$ cat config.mk
export PLATFORM = sky130hd
export DESIGN_NAME = srt4_div_ctrl
export DESIGN_NICKNAME = d
export VERILOG_FILES = /design/src/rtl/srt4_pkg.sv /design/src/rtl/srt4_iter_counter.sv /design/src/rtl/srt4_div_ctrl.sv
export SDC_FILE = /design/constraint.sdc
export NUM_CORES = 1
export LEC_CHECK = 0
export ABC_AREA = 1
export BUFFER_PORTS_ARGS = -buffer_cell sky130_fd_sc_hd__clkbuf_2
export CAP_MARGIN = 20
export CORE_ASPECT_RATIO = 1.1
export CORE_MARGIN = 5
export CORE_UTILIZATION = 30
export CTS_CLUSTER_DIAMETER = 100
export DETAILED_ROUTE_END_ITERATION = 8
export PLACE_DENSITY = 0.61
export SLEW_MARGIN = 20
export SYNTH_ARGS = -nofsm -noshare
export SYNTH_HDL_FRONTEND = slang
export SYNTH_SLANG_ARGS = --single-unit
$ cat constraint.sdc
create_clock -name clk -period 10.16 [get_ports clk]
set_input_delay 1.524 -clock clk [delete_from_list [all_inputs] [get_ports clk]]
set_output_delay 1.524 -clock clk [all_outputs]
set_load 0.005 [all_outputs]
$ cat src/rtl/srt4_pkg.sv
// Shared types and constants for the SRT-4 divider control slice.
package srt4_pkg;
  localparam int DW_DEF    = 32;
  localparam int CNT_W_DEF = 16;
  localparam int MAX_ITER  = DW_DEF/2 + 1;

  typedef enum logic [2:0] {
    IDLE = 3'd0,
    PRE  = 3'd1,
    LOAD = 3'd2,
    ITER = 3'd3,
    POST = 3'd4,
    DONE = 3'd5
  } state_t;
endpackage

$ cat src/rtl/srt4_iter_counter.sv
// Iteration down-counter with a matching 0-based up-index and last-step detect.
module srt4_iter_counter #(
  parameter int CNT_W = 16
) (
  input  logic             clk,
  input  logic             rst,
  input  logic             clr,
  input  logic             load,
  input  logic             dec,
  input  logic [CNT_W-1:0] cnt_in,
  output logic [CNT_W-1:0] cnt,
  output logic [CNT_W-1:0] idx,
  output logic             last,
  output logic             zero
);
  logic [CNT_W-1:0] r_cnt;
  logic [CNT_W-1:0] r_idx;

  // clear beats load beats step; a zero count never steps, so idx cannot wrap
  always_ff @(posedge clk or posedge rst) begin
    if (rst) begin
      r_cnt <= '0;
      r_idx <= '0;
    end else if (clr) begin
      r_cnt <= '0;
      r_idx <= '0;
    end else if (load) begin
      r_cnt <= cnt_in;
      r_idx <= '0;
    end else if (dec && (r_cnt != '0)) begin
      r_cnt <= r_cnt - 1'b1;
      r_idx <= r_idx + 1'b1;
    end
  end

  assign cnt  = r_cnt;
  assign idx  = r_idx;
  assign last = (r_cnt == {{(CNT_W-1){1'b0}}, 1'b1});
  assign zero = (r_cnt == '0);
endmodule

$ cat src/rtl/srt4_div_ctrl.sv
// Sequencing FSM for the integer SRT-4 divider: accept, normalise, iterate,
// correct, present result; divide-by-zero skips straight to the result.
module srt4_div_ctrl
  import srt4_pkg::*;
#(
  parameter int DW    = DW_DEF,
  parameter int CNT_W = DW/2
) (
  input  logic             clk,
  input  logic             rst,
  input  logic             in_valid,
  output logic             in_ready,
  input  logic [DW-1:0]    dividend_in,
  input  logic [DW-1:0]    divisor_in,
  input  logic             flush,
  output logic             pre_start,
  output logic [DW-1:0]    pre_dividend,
  output logic [DW-1:0]    pre_divisor,
  input  logic [CNT_W-1:0] pre_iterations,
  input  logic [CNT_W-1:0] pre_recovery,
  output logic             iter_load,
  output logic             iter_en,
  output logic [CNT_W-1:0] iter_idx,
  output logic             post_en,
  output logic [CNT_W-1:0] recovery_q,
  output logic             out_valid,
  input  logic             out_ready,
  output logic             div_by_zero
);
  state_t           r_state, w_next;
  logic [DW-1:0]    r_dividend, r_divisor;
  logic [CNT_W-1:0] r_recovery;
  logic             r_dbz;
  logic [CNT_W-1:0] w_cnt;
  logic             w_last, w_zero, w_accept;

  assign w_accept = (r_state == IDLE) && in_valid && !flush;

  srt4_iter_counter #(.CNT_W(CNT_W)) u_cnt (
    .clk    (clk),
    .rst    (rst),
    .clr    (flush),
    .load   (r_state == PRE),
    .dec    (r_state == ITER),
    .cnt_in (pre_iterations),
    .cnt    (w_cnt),
    .idx    (iter_idx),
    .last   (w_last),
    .zero   (w_zero)
  );

  // state register
  always_ff @(posedge clk or posedge rst) begin
    if (rst) r_state <= IDLE;
    else     r_state <= w_next;
  end

  // next-state; flush overrides every transition
  always_comb begin
    w_next = r_state;
    case (r_state)
      IDLE: if (in_valid) w_next = PRE;
      PRE:  w_next = (r_divisor == '0) ? DONE : LOAD;
      LOAD: w_next = ITER;
      ITER: if (w_last || w_zero) w_next = POST;
      POST: w_next = DONE;
      DONE: if (out_ready) w_next = IDLE;
      default: w_next = IDLE;
    endcase
    if (flush) w_next = IDLE;
  end

  // operand capture on accept; kept across flush
  always_ff @(posedge clk or posedge rst) begin
    if (rst) begin
      r_dividend <= '0;
      r_divisor  <= '0;
    end else if (w_accept) begin
      r_dividend <= dividend_in;
      r_divisor  <= divisor_in;
    end
  end

  // normaliser results and zero-divisor flag, latched at the end of PRE
  always_ff @(posedge clk or posedge rst) begin
    if (rst) begin
      r_recovery <= '0;
      r_dbz      <= 1'b0;
    end else if (flush) begin
      r_dbz      <= 1'b0;
    end else if (r_state == PRE) begin
      r_recovery <= pre_recovery;
      r_dbz      <= (r_divisor == '0);
    end
  end

  // strobes are state decodes; a zero count in ITER suppresses the step
  assign in_ready     = (r_state == IDLE);
  assign pre_start    = (r_state == PRE);
  assign iter_load    = (r_state == LOAD);
  assign iter_en      = (r_state == ITER) && !w_zero;
  assign post_en      = (r_state == POST);
  assign out_valid    = (r_state == DONE);
  assign pre_dividend = r_dividend;
  assign pre_divisor  = r_divisor;
  assign recovery_q   = r_recovery;
  assign div_by_zero  = r_dbz;
endmodule

Yosys cells after proc, flatten, opt, wreduce, memory -nomap -nowiden
Cells that the tools add are included.
- register bits: 116
- input bits: 101
- add/subtract/negate cells: 2
- equal/unequal tests: 9
- muxes and demuxes: 14
- bitwise operators: 1
- reductions and logical operators: 15
- operators with widths (cell ; count):
    2-to-1 mux 16 bit ; 6
    zero test 32 bit ; 1
    case mux 3 bit (6 select lines) ; 1
    adder 16 x 1 -> 16 bit, second input constant ; 1
    == test 16 x 1 -> 1 bit, second input constant ; 1
    zero test 16 bit ; 1
    nonzero test 16 bit ; 1
    subtractor 16 x 1 -> 16 bit, second input constant ; 1
    2-to-1 mux 3 bit ; 5
    == test 3 x 2 -> 1 bit, second input constant ; 2
    == test 3 bit, second input constant ; 2
    != test 3 x 2 -> 1 bit, second input constant ; 2
    logical AND 1 bit ; 4
    == test 3 x 1 -> 1 bit, second input constant ; 1
    zero test 3 bit ; 1
    != test 3 bit, second input constant ; 1
    AND reduction 3 bit ; 1
    nonzero test 3 bit ; 1
    zero test 1 bit ; 2
    2-to-1 mux 1 bit ; 2
    AND reduction 2 bit ; 1
    nonzero test 2 bit ; 1
    logical OR 1 bit ; 1
    NOT 1 bit ; 1

Longest topological paths before layout
- depth after elaboration: 5
- depth in mapped cells: 11
- mapped depth without buffers: 11

Hierarchy
Synthesis repeated with hierarchy kept, for this count alone.
- cell total of the unflattened synthesis: 602
- area, all modules: 6030.8 µm²
- modules (own cells, without submodules) (module ; instances ; cells each ; area an instance (µm²) ; seq. area each (µm²)):
    srt4_div_ctrl ; 1 ; 249 ; 3697.3 ; 2102.0
    srt4_iter_counter ; 1 ; 353 ; 2333.5 ; 800.8

Worst setup path before layout
OpenSTA, ideal clock, no wires.
- kind: flip-flop to output port
- start: register u_cnt.r_cnt[9] (netlist: u_cnt.cnt[9])
- end: output iter_en
- data arrival time: 1187 ps
- data required time: 8636 ps
- slack: 7449 ps
- stages on the path, launching flop included: 8
- cell sequence: dfrtp_1 -> nor2_2 -> nand2_1 -> nor2_1 -> nand2_2 -> nand2_4 -> inv_2 -> buf_6
- word-level cells in the longest chain between the ends: 3
- RTL lines (item ; RTL line ; text):
    start: declaration ; srt4_iter_counter.sv:16 ; logic [CNT_W-1:0] r_cnt;
    start signal: assignment ; srt4_iter_counter.sv:28 ; r_cnt <= cnt_in;
    start signal: assignment ; srt4_iter_counter.sv:31 ; r_cnt <= r_cnt - 1'b1;
    zero test 16 bit ; srt4_iter_counter.sv:39 ; assign zero = (r_cnt == '0);
    zero test 1 bit ; srt4_div_ctrl.sv:101 ; assign iter_en = (r_state == ITER) && !w_zero;
    logical AND 1 bit ; srt4_div_ctrl.sv:101 ;
    end: declaration ; srt4_div_ctrl.sv:22 ; output logic iter_en,
No other way between the ends.

Worst setup path in the final report
Same ends and word-level chain as after synthesis.

==> flow_summary.json <==
{
  "outcome": "complete, no violations",
  "worstPathArrival_ns": 1.88,
  "seq_area_um2": 2900,
  "n_antenna_cell": 0,
  "drtPass1Iterations": 4,
  "drive_gt1_frac": 0.317,
  "grt_busiest_layer": "met2",
  "fill_cells": 1920,
  "hold_path.class": "reg -> reg",
  "dieArea_um2": 21400,
  "wire_per_inst_um": 14.3,
  "ctsResizeCount": 0,
  "crit_buf_inv": 2,
  "power_leakage_nw": 3.76,
  "final_cell_mix": "clkbuf_2, nand2_1, dfrtp_1, nor2_1, mux2_1",
  "ios": 204,
  "clock_skew_ns": 0.00894,
  "drt_iter0_drc": 206,
  "synth_top_area_share": 0.520,
  "min_period_ns": 3.40,
  "finalSetupTns_ns": 0,
  "gp_congestion": 0.800,
  "clk_path_buf_depth": 2,
  "slew_headroom": 0.373,
  "core-area_um2": 18300,
  "ys_ff_latch": 116,
  "h-tree-depth": 4,
  "grt_max_degree": 65,
  "dp.cells": 1038,
  "postCtsSetupBuffers": 0,
  "cts_buffers": 17,
  "post-route-drc-count": 0,
  "final_common_cell": "clkbuf_2",
  "port_buffers": 203,
  "yosysTopAreaCell": "dfrtp_1",
  "total_power_mw": 2.13,
  "gr-total-overflow": 0,
  "cp_cell_sequence": "nor2_2, nand2_1, nor2_1, nand2_2, nand2_4, inv_2, clkbuf_2",
  "dr_total_vias": 4765,
  "yosysSeqAreaShare": 0.520,
  "pwr_density_cell_nw_per_um2": 290,
  "ys.flop_type": "dfrtp_1",
  "clk_latency_ns": 0.42,
  "yosysWarningCount": 0,
  "antenna_found_initial": 2,
  "grt_pass1_wl_um": 24600,
  "cp.required_ns": 8.64,
  "worst_hold_slack_ns": 0.477,
  "path_depth": 7,
  "min_period_over_period": 0.335,
  "die_w_um": 140,
  "std_cell_rows": 52,
  "cts_num_sinks": 116,
  "setup_viol": 0,
  "fin_cells": 1070,
  "cpLargestDelayFamily": "simple AND/OR/NAND/NOR gates",
  "crit_path_end_kind": "output pin",
  "synth-edff-count": 0,
  "worstPathMaxFanout": 12,
  "utilization": 0.400,
  "r2r_cells": 7,
  "met2_usage": 0.241,
  "rsz0062_at_grt": "no",
  "synthCells": 609,
  "syn_to_final_growth_pct": 31.7,
  "max_stage_delay_ns": 0.42,
  "path_clk_slew_ns": 0.06,
  "ir_drop_mv": 0.123,
  "cts_tree": "yes",
  "grtUsageMet1": 0.173,
  "synth_nets": 714,
  "critPathSlowestCell": "dfrtp_1",
  "wl_um": 15300,
  "syn_avg_cell_area_um2": 9.16,
  "synth_cell_type_count": 35,
  "critical_path_class": "reg -> out",
  "grtUsageMet3": 0.0484,
  "die_h_um": 153,
  "first_global_vias": 4768,
  "startpoint_type": "register",
  "dp_hpwl_um": 11300,
  "hold_violations": 0,
  "min_delay_path_depth": 2,
  "worst_pin_slew_ns": 0.940,
  "viasPerCell": 4.45,
  "track_usage": 0.144,
  "cap_violations": 0,
  "maxSlewViolCount": 0,
  "num-nets-final": 919,
  "ctsHoldBuffers": 0,
  "yosys-top-cells-area": "dfrtp_1, mux2_1, nand2_1",
  "ys_async_sr_fraction": 1.00,
  "fmax_ghz": 0.294,
  "detail-route-antenna-nets": 0,
  "initial_core_util": 0.304,
  "clock-root-buffer": "clkbuf_16",
  "multi_input_area_um2": 2400,
  "synth.cell_area_um2": 5580
}
-- per-stage QoR --
| step | setup slack (ns) | cell area [um^2] |
|---|---|---|
| floorplan | 5.56 | 5580 |
| global placement | 6.43 | 6780 |
| detailed placement | 6.38 | 6780 |
| CTS | 6.71 | 7350 |
| global route | 6.58 | 7350 |
| finish | 6.76 | 7350 |
-- per-layer routing --
| layer | up-vias | share of wire |
|---|---|---|
| met2 | 123 | 0.50 |
| met1 | 2236 | 0.43 |
| li1 | 2379 | - |
| met3 | 23 | 0.058 |
| met4 | 4 | 0.015 |
| met5 | - | 0.0016 |
-- Yosys cell counts (all sizes together), types with 2 or more instances --
cell,number
o211ai,3
nor3,10
xor2,3
buf,16
ha,4
a21oi,7
mux2,64
inv,38
nand2,187
nand4,7
dfrtp,116
clkbuf,2
nand3,35
o21ai,22
nor2,87
-- sequential cells by signal, indices dropped and copies added, names as in the netlist --
| signal | count |
|---|---|
| pre_dividend | 32 |
| u_cnt.cnt | 16 |
| u_cnt.idx | 16 |
| pre_divisor | 32 |
| div_by_zero | 1 |
| r_state | 3 |
| recovery_q | 16 |
-- worst paths after layout --
path	startpoint	endpoint	slack, ns
setup / recovery	u_cnt.cnt[9]	iter_en	6.76
hold / removal	recovery_q[8]	recovery_q[8]	0.48
setup reg to reg	r_state[2]	u_cnt.idx[5]	7.75
hold reg to reg	recovery_q[8]	recovery_q[8]	0.48
max in group asynchronous	rst	pre_divisor[3]	7.67
min in group asynchronous	rst	pre_dividend[28]	1.21
-- worst register-to-register path: stages (launching register included) --
cell and delay (ns):
dfrtp_1 0.59, inv_1 0.12, nand2_2 0.16, nand2_2 0.16, inv_2 0.35, nand2_2 0.47, inv_2 0.31, o21ai_0 0.12
-- logic make-up after synthesis --
family / Yosys count / share of synthesized area
mux: 64 / 0.129
flops: 116 / 0.520
compound gates: 35 / 0.0361
fa+ha+maj: 4 / 0.00897
buf+inv: 57 / 0.0496
xor+xnor: 4 / 0.00628
simple gates: 329 / 0.250
-- power breakdown --
part	internal, mW	switching, mW	leakage [nW]
clock	0.346	0.232	0.271
sequential	0.659	0.139	1.44
combinational	0.330	0.427	2.05
total	1.34	0.798	3.76
-- layout make-up --
type                       instances  area share
clock buffer                      19      0.0603
clock inverter                    13      0.0169
inverter                          39      0.0203
multi-input combinational        436       0.327
sequential                       116       0.395
tap                              243      0.0414
timing repair buffer             204       0.139
(Power assumes the default switching activity.)
